### src/rtl/riscv_pkg.sv
// ============================================================================
//  Module      : riscv_pkg
//  Description : Shared RV32I encodings for the EX/MEM load/store stage:
//                opcode constants, funct3 access sizes, the LSU state
//                enum and the alignment rule used when capturing an access.
//  Revision    : 1.0 - initial release
// ============================================================================
`default_nettype none

package riscv_pkg;

    // Major opcode field inst[6:2]
    localparam logic [4:0] OP_LOAD  = 5'b00000;
    localparam logic [4:0] OP_STORE = 5'b01000;

    // Access size, funct3[1:0]
    localparam logic [1:0] SZ_BYTE = 2'b00;
    localparam logic [1:0] SZ_HALF = 2'b01;
    localparam logic [1:0] SZ_WORD = 2'b10;

    // Canonical bubble: addi x0, x0, 0
    localparam logic [31:0] NOP_INST = 32'h0000_0013;

    typedef enum logic [1:0] {
        LSU_IDLE = 2'd0,
        LSU_REQ  = 2'd1,
        LSU_WAIT = 2'd2,
        LSU_DONE = 2'd3
    } lsu_state_e;

    // Bytes are always aligned; halves need a[0]=0; words need a[1:0]=0.
    function automatic logic is_misaligned(input logic [1:0] size,
                                           input logic [1:0] addr_lo);
        logic mis;
        case (size)
            SZ_BYTE: mis = 1'b0;
            SZ_HALF: mis = addr_lo[0];
            default: mis = (addr_lo != 2'b00);
        endcase
        return mis;
    endfunction

endpackage

`default_nettype wire

### src/rtl/ex_mem_lsu_if.sv
// ============================================================================
//  Module      : ex_mem_lsu_if
//  Description : Data-memory request/grant/response bundle.
//                master : LSU side (drives req/we/addr/wdata/be)
//                slave  : memory side (drives gnt/rvalid/rdata)
//  Ports       : req, we, addr[31:0], wdata[31:0], be[3:0],
//                gnt, rvalid, rdata[31:0]
//  Revision    : 1.0 - initial release
// ============================================================================
`default_nettype none

interface ex_mem_lsu_if;
    logic        req;
    logic        we;
    logic [31:0] addr;
    logic [31:0] wdata;
    logic [3:0]  be;
    logic        gnt;
    logic        rvalid;
    logic [31:0] rdata;

    modport master (
        output req, we, addr, wdata, be,
        input  gnt, rvalid, rdata
    );

    modport slave (
        input  req, we, addr, wdata, be,
        output gnt, rvalid, rdata
    );
endinterface

`default_nettype wire

### src/rtl/lsu_align.sv
// ============================================================================
//  Module      : lsu_align
//  Description : Purely combinational byte-lane logic. Builds store byte
//                enables and lane-replicated write data, and extracts and
//                sign/zero-extends load data from the returned word.
//  Ports       : funct3_i[2:0], addr_lo_i[1:0], rs2_i[31:0], rdata_i[31:0]
//                -> be_o[3:0], wdata_o[31:0], ld_data_o[31:0]
//  Revision    : 1.0 - initial release
// ============================================================================
`default_nettype none

module lsu_align
    import riscv_pkg::*;
(
    input  wire logic [2:0]  funct3_i,
    input  wire logic [1:0]  addr_lo_i,
    input  wire logic [31:0] rs2_i,
    input  wire logic [31:0] rdata_i,
    output logic      [3:0]  be_o,
    output logic      [31:0] wdata_o,
    output logic      [31:0] ld_data_o
);

    logic [31:0] w_shifted;
    logic        w_sext;

    // Bring the addressed byte/half down to bit 0 before extending.
    assign w_shifted = rdata_i >> {addr_lo_i, 3'b000};
    assign w_sext    = ~funct3_i[2];

    always_comb begin
        be_o      = 4'h0;
        wdata_o   = 32'h0;
        ld_data_o = 32'h0;
        case (funct3_i[1:0])
            SZ_BYTE: begin
                be_o      = 4'b0001 << addr_lo_i;
                wdata_o   = {4{rs2_i[7:0]}};
                ld_data_o = {{24{w_sext & w_shifted[7]}}, w_shifted[7:0]};
            end
            SZ_HALF: begin
                be_o      = 4'b0011 << addr_lo_i;
                wdata_o   = {2{rs2_i[15:0]}};
                ld_data_o = {{16{w_sext & w_shifted[15]}}, w_shifted[15:0]};
            end
            default: begin
                be_o      = 4'hF;
                wdata_o   = rs2_i;
                ld_data_o = w_shifted;
            end
        endcase
    end

endmodule

`default_nettype wire

### src/rtl/ex_mem_lsu.sv
// ============================================================================
//  Module      : ex_mem_lsu
//  Description : EX/MEM pipeline register fused with the load/store unit.
//                Captures the EX result, issues one data-memory transaction
//                per aligned load/store, stalls upstream while it is in
//                flight and presents aligned load data to MEM/WB.
//  Ports       : clk_i, rst_ni (async, active-low)
//                en_i, flush_i, valid_i, pc_i, inst_i, alu_i, rs2_i   (EX in)
//                valid_o, pc_o, inst_o, alu_o, ld_data_o, misalign_o,
//                stall_o                                               (out)
//                dmem : ex_mem_lsu_if.master                     (memory bus)
//  Revision    : 1.0 - initial release
// ============================================================================
`default_nettype none

module ex_mem_lsu
    import riscv_pkg::*;
#(
    parameter int DATA_WIDTH = 32
) (
    input  wire logic                  clk_i,
    input  wire logic                  rst_ni,
    input  wire logic                  en_i,
    input  wire logic                  flush_i,
    input  wire logic                  valid_i,
    input  wire logic [DATA_WIDTH-1:0] pc_i,
    input  wire logic [DATA_WIDTH-1:0] inst_i,
    input  wire logic [DATA_WIDTH-1:0] alu_i,
    input  wire logic [DATA_WIDTH-1:0] rs2_i,
    output logic                       valid_o,
    output logic      [DATA_WIDTH-1:0] pc_o,
    output logic      [DATA_WIDTH-1:0] inst_o,
    output logic      [DATA_WIDTH-1:0] alu_o,
    output logic      [DATA_WIDTH-1:0] ld_data_o,
    output logic                       misalign_o,
    output logic                       stall_o,
    ex_mem_lsu_if.master               dmem
);

    lsu_state_e            state_q, state_d;
    logic                  valid_q;
    logic [DATA_WIDTH-1:0] pc_q, inst_q, alu_q, rs2_q, ld_q, ld_d;

    logic                  w_capture;
    logic                  w_in_real, w_in_mem, w_in_load, w_in_mis;
    lsu_state_e            w_cap_state;
    logic                  w_is_ld, w_is_st, w_req;
    logic [3:0]            w_be;
    logic [31:0]           w_wdata, w_ld_ext;

    // ------------------------------------------------------------------
    // Capture decode: the next state is chosen from the incoming EX
    // instruction so the request goes out the cycle after capture.
    // ------------------------------------------------------------------
    assign stall_o   = (state_q == LSU_REQ) || (state_q == LSU_WAIT);
    assign w_capture = en_i && !stall_o;

    assign w_in_real = valid_i && !flush_i;
    assign w_in_load = w_in_real && (inst_i[6:2] == OP_LOAD);
    assign w_in_mem  = w_in_load || (w_in_real && (inst_i[6:2] == OP_STORE));
    assign w_in_mis  = is_misaligned(inst_i[13:12], alu_i[1:0]);

    always_comb begin
        w_cap_state = LSU_IDLE;
        if (w_in_mem) begin
            w_cap_state = w_in_mis ? LSU_DONE : LSU_REQ;
        end
    end

    // Held-instruction decode
    assign w_is_ld = valid_q && (inst_q[6:2] == OP_LOAD);
    assign w_is_st = valid_q && (inst_q[6:2] == OP_STORE);

    lsu_align u_align (
        .funct3_i  (inst_q[14:12]),
        .addr_lo_i (alu_q[1:0]),
        .rs2_i     (rs2_q),
        .rdata_i   (dmem.rdata),
        .be_o      (w_be),
        .wdata_o   (w_wdata),
        .ld_data_o (w_ld_ext)
    );

    // ------------------------------------------------------------------
    // State machine
    // ------------------------------------------------------------------
    always_comb begin
        state_d = state_q;
        unique case (state_q)
            LSU_REQ: begin
                if (dmem.gnt) begin
                    state_d = w_is_st ? LSU_DONE : LSU_WAIT;
                end
            end
            LSU_WAIT: begin
                if (dmem.rvalid) begin
                    state_d = LSU_DONE;
                end
            end
            default: begin
                if (w_capture) begin
                    state_d = w_cap_state;
                end
            end
        endcase
    end

    // Load data: updated on the response, cleared when a misaligned load
    // is captured, otherwise held.
    always_comb begin
        ld_d = ld_q;
        if ((state_q == LSU_WAIT) && dmem.rvalid) begin
            ld_d = w_ld_ext;
        end else if (w_capture && w_in_load && w_in_mis) begin
            ld_d = '0;
        end
    end

    always_ff @(posedge clk_i or negedge rst_ni) begin
        if (!rst_ni) begin
            state_q <= LSU_IDLE;
            valid_q <= 1'b0;
            pc_q    <= '0;
            inst_q  <= '0;
            alu_q   <= '0;
            rs2_q   <= '0;
            ld_q    <= '0;
        end else begin
            state_q <= state_d;
            ld_q    <= ld_d;
            if (w_capture) begin
                valid_q <= w_in_real;
                pc_q    <= pc_i;
                inst_q  <= flush_i ? NOP_INST : inst_i;
                alu_q   <= alu_i;
                rs2_q   <= rs2_i;
            end
        end
    end

    // ------------------------------------------------------------------
    // Outputs. Bus fields are gated by req so the bus is quiet outside
    // a transaction; they come from held registers, so they stay stable
    // until the grant.
    // ------------------------------------------------------------------
    assign w_req       = (state_q == LSU_REQ);
    assign dmem.req    = w_req;
    assign dmem.we     = w_req && w_is_st;
    assign dmem.addr   = w_req ? {alu_q[31:2], 2'b00} : 32'h0;
    assign dmem.be     = w_req ? w_be : 4'h0;
    assign dmem.wdata  = (w_req && w_is_st) ? w_wdata : 32'h0;

    assign valid_o     = valid_q;
    assign pc_o        = pc_q;
    assign inst_o      = inst_q;
    assign alu_o       = alu_q;
    assign ld_data_o   = ld_q;
    assign misalign_o  = (w_is_ld || w_is_st) && is_misaligned(inst_q[13:12], alu_q[1:0]);

endmodule

`default_nettype wire

### src/flat_wrapper.sv
// flat-port wrapper written by rule: the top's interface ports become plain ports
module ex_mem_lsu_flat import riscv_pkg::*;
#(
    parameter int DATA_WIDTH = 32
)
  (clk_i, rst_ni, en_i, flush_i, valid_i, pc_i, inst_i, alu_i, rs2_i, valid_o, pc_o, inst_o, alu_o, ld_data_o, misalign_o, stall_o, dmem_req, dmem_we, dmem_addr, dmem_wdata, dmem_be, dmem_gnt, dmem_rvalid, dmem_rdata);
  ex_mem_lsu_if dmem_i ();
  input  wire logic clk_i;
  input  wire logic rst_ni;
  input  wire logic en_i;
  input  wire logic flush_i;
  input  wire logic valid_i;
  input  wire logic [DATA_WIDTH-1:0] pc_i;
  input  wire logic [DATA_WIDTH-1:0] inst_i;
  input  wire logic [DATA_WIDTH-1:0] alu_i;
  input  wire logic [DATA_WIDTH-1:0] rs2_i;
  output logic valid_o;
  output logic      [DATA_WIDTH-1:0] pc_o;
  output logic      [DATA_WIDTH-1:0] inst_o;
  output logic      [DATA_WIDTH-1:0] alu_o;
  output logic      [DATA_WIDTH-1:0] ld_data_o;
  output logic misalign_o;
  output logic stall_o;
  output wire logic [$bits(dmem_i.req)-1:0] dmem_req;
  output wire logic [$bits(dmem_i.we)-1:0] dmem_we;
  output wire logic [$bits(dmem_i.addr)-1:0] dmem_addr;
  output wire logic [$bits(dmem_i.wdata)-1:0] dmem_wdata;
  output wire logic [$bits(dmem_i.be)-1:0] dmem_be;
  input wire logic [$bits(dmem_i.gnt)-1:0] dmem_gnt;
  input wire logic [$bits(dmem_i.rvalid)-1:0] dmem_rvalid;
  input wire logic [$bits(dmem_i.rdata)-1:0] dmem_rdata;
  assign dmem_req = dmem_i.req;
  assign dmem_we = dmem_i.we;
  assign dmem_addr = dmem_i.addr;
  assign dmem_wdata = dmem_i.wdata;
  assign dmem_be = dmem_i.be;
  assign dmem_i.gnt = dmem_gnt;
  assign dmem_i.rvalid = dmem_rvalid;
  assign dmem_i.rdata = dmem_rdata;
  ex_mem_lsu #(.DATA_WIDTH(DATA_WIDTH)) u_core (.clk_i(clk_i), .rst_ni(rst_ni), .en_i(en_i), .flush_i(flush_i), .valid_i(valid_i), .pc_i(pc_i), .inst_i(inst_i), .alu_i(alu_i), .rs2_i(rs2_i), .valid_o(valid_o), .pc_o(pc_o), .inst_o(inst_o), .alu_o(alu_o), .ld_data_o(ld_data_o), .misalign_o(misalign_o), .stall_o(stall_o), .dmem(dmem_i));
endmodule
### config.mk
export PLATFORM = sky130hd
export DESIGN_NAME = ex_mem_lsu_flat
export DESIGN_NICKNAME = d
export VERILOG_FILES = /design/src/rtl/riscv_pkg.sv /design/src/rtl/ex_mem_lsu_if.sv /design/src/rtl/lsu_align.sv /design/src/rtl/ex_mem_lsu.sv /design/src/flat_wrapper.sv
export SDC_FILE = /design/constraint.sdc
export NUM_CORES = 1
export LEC_CHECK = 0
export CAP_MARGIN = 20
export CORE_MARGIN = 10
export CORE_UTILIZATION = 48
export DETAILED_ROUTE_END_ITERATION = 10
export DONT_BUFFER_PORTS = 1
export PLACE_DENSITY = 0.65
export SLEW_MARGIN = 40
export SYNTH_ARGS = -nofsm -noshare
export SYNTH_HDL_FRONTEND = slang
export SYNTH_SLANG_ARGS = --single-unit
### constraint.sdc
create_clock -name clk_i -period 4.25 [get_ports clk_i]
set_input_delay 0.425 -clock clk_i [delete_from_list [all_inputs] [get_ports clk_i]]
set_output_delay 0.425 -clock clk_i [all_outputs]
set_load 0.005 [all_outputs]
==> metrics.txt, run 1 <==
post-synthesis register bit count=163; final wirelength=23.7 mm; clk sink count=163; grt ovf=0; VDD IR max=0.403 mV; WS Path Type=flip-flop to output pin; fill cell count=1345; vias per cell=5.87; Pre-antenna DRT Iters=4; Worst EP required=3830 ps; r2r endpoint=u_core.ld_data_o[24]; total track usage=21.4%; Slew Limit Headroom=43.5%; final instance count without filler cells=882; I/O pin count=368; post-CTS setup buffers=0; Slew @ Worst Pin=840 ps; Worst Clk Skew=10.5 ps; WL/cell=26.9 um; first-pass GRT wire length=35.0 mm; post-CTS sizing=0; die area=21200 um2; pwr/cell area=855 nW/um2; HP Class=primary input to flip-flop; clock slew seen by the registers of the worst setup and hold paths=70 ps; Final setup violation count=0; WP data arrival=2140 ps; Yosys top cell by area=dfrtp_1; area grow syn2layout=11.0%; Post-DRT Antenna Nets=0; clock buffer depth=2; I/O Buffers=0; number of global-route vias before repair=5430; Die H=145 um; EDFF count, synth=0; final hold violation count=0; Slew Limit Fails=0; post-synthesis sequential area ratio=54.0%; Max-Cap Viols=0; Clk Latency, worst-skew pair=420 ps; Synth Warn #=0; fin crit period=2570 ps; effective utilization at floorplan=49.3%; hold_sp=inst_i[15]; number of H-tree levels=4; core area=15300 um2; dpl cells=845; Post-Syn Area=7550 um2; vias=5181; Leak=3.70 nW; Synth area leaders=dfrtp_1, mux2_2, nand2_1; Post-CTS Hold Buffers=1; CTS tree=built; Reg area=4080 um2; antenna violations before repair=0; RSZ-0062 raised after global routing=no; GP Congestion=0.833; R2R depth=5; Hold Path End=u_core.inst_o[15]; RR Startpoint=u_core.inst_o[12]; hpwl dp=18.3 mm; Yosys top cell area share=54.0%; Cell variety after synth=38; die width=145 um; Syn Inst Count=675; CP startpoint kind=flip-flop; worst reg-to-reg setup slack=1740 ps; max frequency=0.389 GHz; DRT iter0 DRCs=274; Core Rows=45; Synth Flop Type=dfrtp_1; CTS root buf=clkbuf_16; antenna diode count=0; Final Core Density=54.7%; pin count of the biggest net entering global routing=164; Tcrit/Tclk final=60.5%; nature of the critical path endpoint=output pin; Min Hold Slack=152 ps; Crit Path Max Fanout=33; share of cells above drive strength 1=22.7%; average size of a mapped cell=11.2 um2; DRC errors left=0; fraction of registers with async set/reset=100%; cts bufs inserted=17; multi-input gate area in the final layout=3240 um2; worst hold path depth=2; Crit. Startpoint=u_core.state_q[1]; setup TNS=0 ps; status=finished clean; Nets=827
worst max-delay path: stages (launching register included):
cell and delay [ps]:
dfrtp_1 390, inv_1 80, ha_1 140, buf_4 280, nand4_1 140, buf_4 250, inv_1 230, and2_1 210
registers in the layout (all words and copies together), names as in the netlist:
signal,count
u_core.ld_data_o,32
u_core.pc_o,32
u_core.rs2_q,32
u_core.valid_o,1
u_core.state_q,2
u_core.alu_o,32
u_core.inst_o,32
report_power, final:
| part | switching [W] | internal, W | total, W |
|---|---|---|---|
| sequential | 0.000846 | 0.00232 | 0.00317 |
| clock | 0.000660 | 0.000904 | 0.00156 |
| combinational | 0.00122 | 0.00122 | 0.00243 |
| total | 0.00272 | 0.00445 | 0.00717 |
synthesized netlist by cell type (all sizes together), types with 8 or more instances:
library cell / count
clkbuf: 35
o2bb2ai: 8
mux2: 98
o21ai: 42
buf: 15
nor2: 45
inv: 9
a21oi: 30
mux2i: 34
and2: 39
a211o: 15
dfrtp: 163
nand2: 91
nand3b: 8
a221o: 8
worst max path at each step:
stage	to	slack, ps	cells after the start
final	dmem_wdata[1]	1680	7
after global routing	dmem_wdata[1]	1540	7
after CTS	dmem_wdata[1]	1640	7
after detailed placement	u_core.ld_data_o[30]	1650	4
after global placement	u_core.ld_data_o[26]	1770	4
after floorplan	u_core.rs2_q[1]	2210	7
area by class of cell:
cell class                 instances  share of cell area (%)
clock buffer                      18                    5.24
tap                              211                    3.15
sequential                       163                    48.7
clock inverter                    14                    1.97
timing repair buffer              13                    1.87
multi-input combinational        454                    38.7
inverter                           9                   0.403
metal layers:
layer,vias up,part of all wire (%),GRT usage [%]
met5,-,0,0
met4,0,1.7,5.61
met3,25,10,9.59
met2,258,52,38.0
met1,2598,36,22.5
li1,2300,-,-
placed cells by master (no fill, tap or decap), types with 2 or more instances in the layout:
cell type and n:
dfrtp_1 163, mux2_2 98, nand2_1 90, nor2_1 45
o21ai_0 42, and2_1 39, mux2i_1 34, a21oi_1 29
clkbuf_16 17, a211o_1 15, inv_1 8, a221o_1 8
nand3b_1 8, o2bb2ai_1 8, buf_4 8, nor2b_1 7
a32o_1 7, inv_6 6, inv_8 3, or2_2 2
a31oi_1 2, ha_1 2, conb_1 2, bufinv_16 2
clkinv_2 2, buf_16 2
logic make-up (layout without fill, tap and decap cells):
| kind of cell | Yosys count | in the layout | synth area share (%) |
|---|---|---|---|
| compound gates | 117 | 117 | 10.4 |
| xor+xnor | 1 | 1 | 0.116 |
| fa+ha+maj | 2 | 2 | 0.331 |
| buf+inv | 59 | 54 | 3.35 |
| flops | 163 | 163 | 54.0 |
| mux | 133 | 133 | 19.4 |
| other cells | 1 | 2 | 0.0497 |
| simple gates | 199 | 199 | 12.3 |
through the flow:
step / setup WS, ps / instance area (um2) / power, W
6_report: 1680 / 8380 / 0.00717
5_1_grt: 1540 / 8380 / 0.00763
4_1_cts: 1640 / 8320 / 0.00721
3_5_place_dp: 1650 / 7680 / 0.00559
3_3_place_gp: 1770 / 7670 / 0.00547
2_1_floorplan: 2210 / 7560 / 0.00488
Note: power is estimated with default switching activity, not from simulation.
==> inputs of run 2 (changes only) <==
==> constraint.sdc (replaced) <==
create_clock -name clk_i -period 2.65 [get_ports clk_i]
set_input_delay 0.265 -clock clk_i [delete_from_list [all_inputs] [get_ports clk_i]]
set_output_delay 0.265 -clock clk_i [all_outputs]
set_load 0.005 [all_outputs]
==> run 2 against run 1 <==
  * The run now ends with hold timing left
  * Cell area increased by 16%
  * Critical path type unchanged
  * Clock power is 56% higher
  * Sequential share of layout area is 6.6 points lower
  * Hold slack got worse by 620 ps
  * Sequential power grew 60%
  * Register-to-register slack worse by 1300 ps
  * Die area stayed put
  * Largest cell class unchanged
  * Setup slack got worse by 1300 ps
==> metrics.txt, run 2 (synthesis gave the netlist of run 1 again) <==
die width=145 um; final hold violation count=163; Min Hold Slack=-468 ps; CP max stage cell=dfrtp_1; first-pass GRT wire length=39.4 mm; number of H-tree levels=4; Tcrit/Tclk final=86.1%; RR Startpoint=u_core.state_q[0]; Worst EP required=2380 ps; Max-Cap Viols=0; Final setup violation count=0; area grow syn2layout=28.2%; Crit Path Max Fanout=26; hpwl dp=18.7 mm; Final Core Density=63.2%; core area=15300 um2; clock buffer depth=2; fill cell count=1170; Core Rows=45; fin crit period=2280 ps; Die H=145 um; final wirelength=26.1 mm; Final Cell Area=9690 um2; nature of the critical path endpoint=output pin; WS Path Type=flip-flop to output pin; Largest delay share family, worst path=simple AND/OR/NAND/NOR gates; Slew @ Worst Pin=741 ps; cts bufs inserted=17; I/O pin count=368; RSZ-0062 raised after global routing=no; crit path buf inv count=2; Post-CTS Hold Buffers=128; CTS tree=built; WL/cell=25.5 um; Crit. Startpoint=u_core.inst_o[4]; VDD IR max=0.755 mV; CP Cell Sequence=nor3b_1, nand4_1, buf_4, inv_1, and2_1; Clk Latency, worst-skew pair=420 ps; HP Class=primary input to asynchronous set/reset pin; r2r endpoint=u_core.ld_data_o[31]; WP depth=5; DRT iter0 DRCs=351; WP data arrival=2020 ps; Post-DRT Antenna Nets=0; clock slew seen by the registers of the worst setup and hold paths=70 ps; DRC errors left=0; setup TNS=0 ps; clk sink count=163; CTS root buf=clkbuf_16; pwr/cell area=1200 nW/um2; status=finished, violations left; effective utilization at floorplan=49.3%; most frequent cells in the layout=dfrtp_1, dlygate4sd3_1, mux2_2; worst reg-to-reg setup slack=420 ps; vias=5845; I/O Buffers=0; commonest non-fill, non-tap cell in the layout=dfrtp_1; post-CTS setup buffers=0; post-CTS sizing=0; R2R depth=6; Worst Clk Skew=11.6 ps; number of global-route vias before repair=6289; CP startpoint kind=flip-flop; failing checks=hold timing; Slew Limit Headroom=50.1%; pin count of the biggest net entering global routing=164; Nets=966; Pre-antenna DRT Iters=5; DP Area=7810 um2; Worst path max stage delay=430 ps; Setup crit end=dmem_wdata[0]; total track usage=23.8%; grt ovf=0; die area=21200 um2; vias per cell=5.71; Slew Limit Fails=0; antenna violations before repair=2; max frequency=0.438 GHz; Leak=4.27 nW; GP Congestion=0.822; share of cells above drive strength 1=20.0%
-- run 2: where the power goes --
group	switching [W]	internal, W	leakage (nW)
Combinational	0.00207	0.00208	2.00
Clock	0.00104	0.00139	0.285
Sequential	0.00135	0.00373	1.99
-- run 2: how the worst min path moves through the flow --
| stage | end | slack, ps |
|---|---|---|
| after global placement | u_core.pc_o[0] | -30 |
| final | u_core.pc_o[1] | -470 |
| after floorplan | u_core.alu_o[0] | -30 |
| after detailed placement | u_core.pc_o[0] | -30 |
| after CTS | u_core.pc_o[0] | -480 |
| after global routing | u_core.pc_o[2] | -490 |
-- run 2: final cells by class --
class / count / area (um2) / share of cell area, %
multi-input cells: 454 / 3240 / 33.5
well taps: 211 / 264 / 2.73
repair buffers: 152 / 1470 / 15.2
clock buffers: 21 / 470 / 4.86
clock inverters: 11 / 116 / 1.20
inverters: 9 / 33.8 / 0.349
diodes: 2 / 5.00 / 0.0517
flip-flops and latches: 163 / 4080 / 42.1
-- run 2: routing by layer --
layer	GRT usage [%]	wire length, um	vias up
met5	0	0	-
met4	10.5	784	0
met3	10.1	2750	43
met2	41.0	13600	321
met1	24.8	8880	2904
li1	-	-	2577
-- run 2: worst reg2reg max path, delay by kind of cell, from the launching register on --
family / cells / cell delay [ps]
adders and majority gates: 1 / 190
buffers and inverters: 1 / 100
AOI/OAI and AO/OA: 1 / 230
DFF: 1 / 390
and+or+nand+nor: 3 / 1270
-- run 2: per-stage QoR --
step	worst slack, ps	cells	hold WS [ps]	total power, W
2_1_floorplan	608	676	-30.6	0.00783
3_3_place_gp	432	861	-25.7	0.00886
3_5_place_dp	445	861	-25.5	0.00905
4_1_cts	299	1021	-484	0.0117
5_1_grt	193	1023	-491	0.0124
6_report	368	1023	-468	0.0117
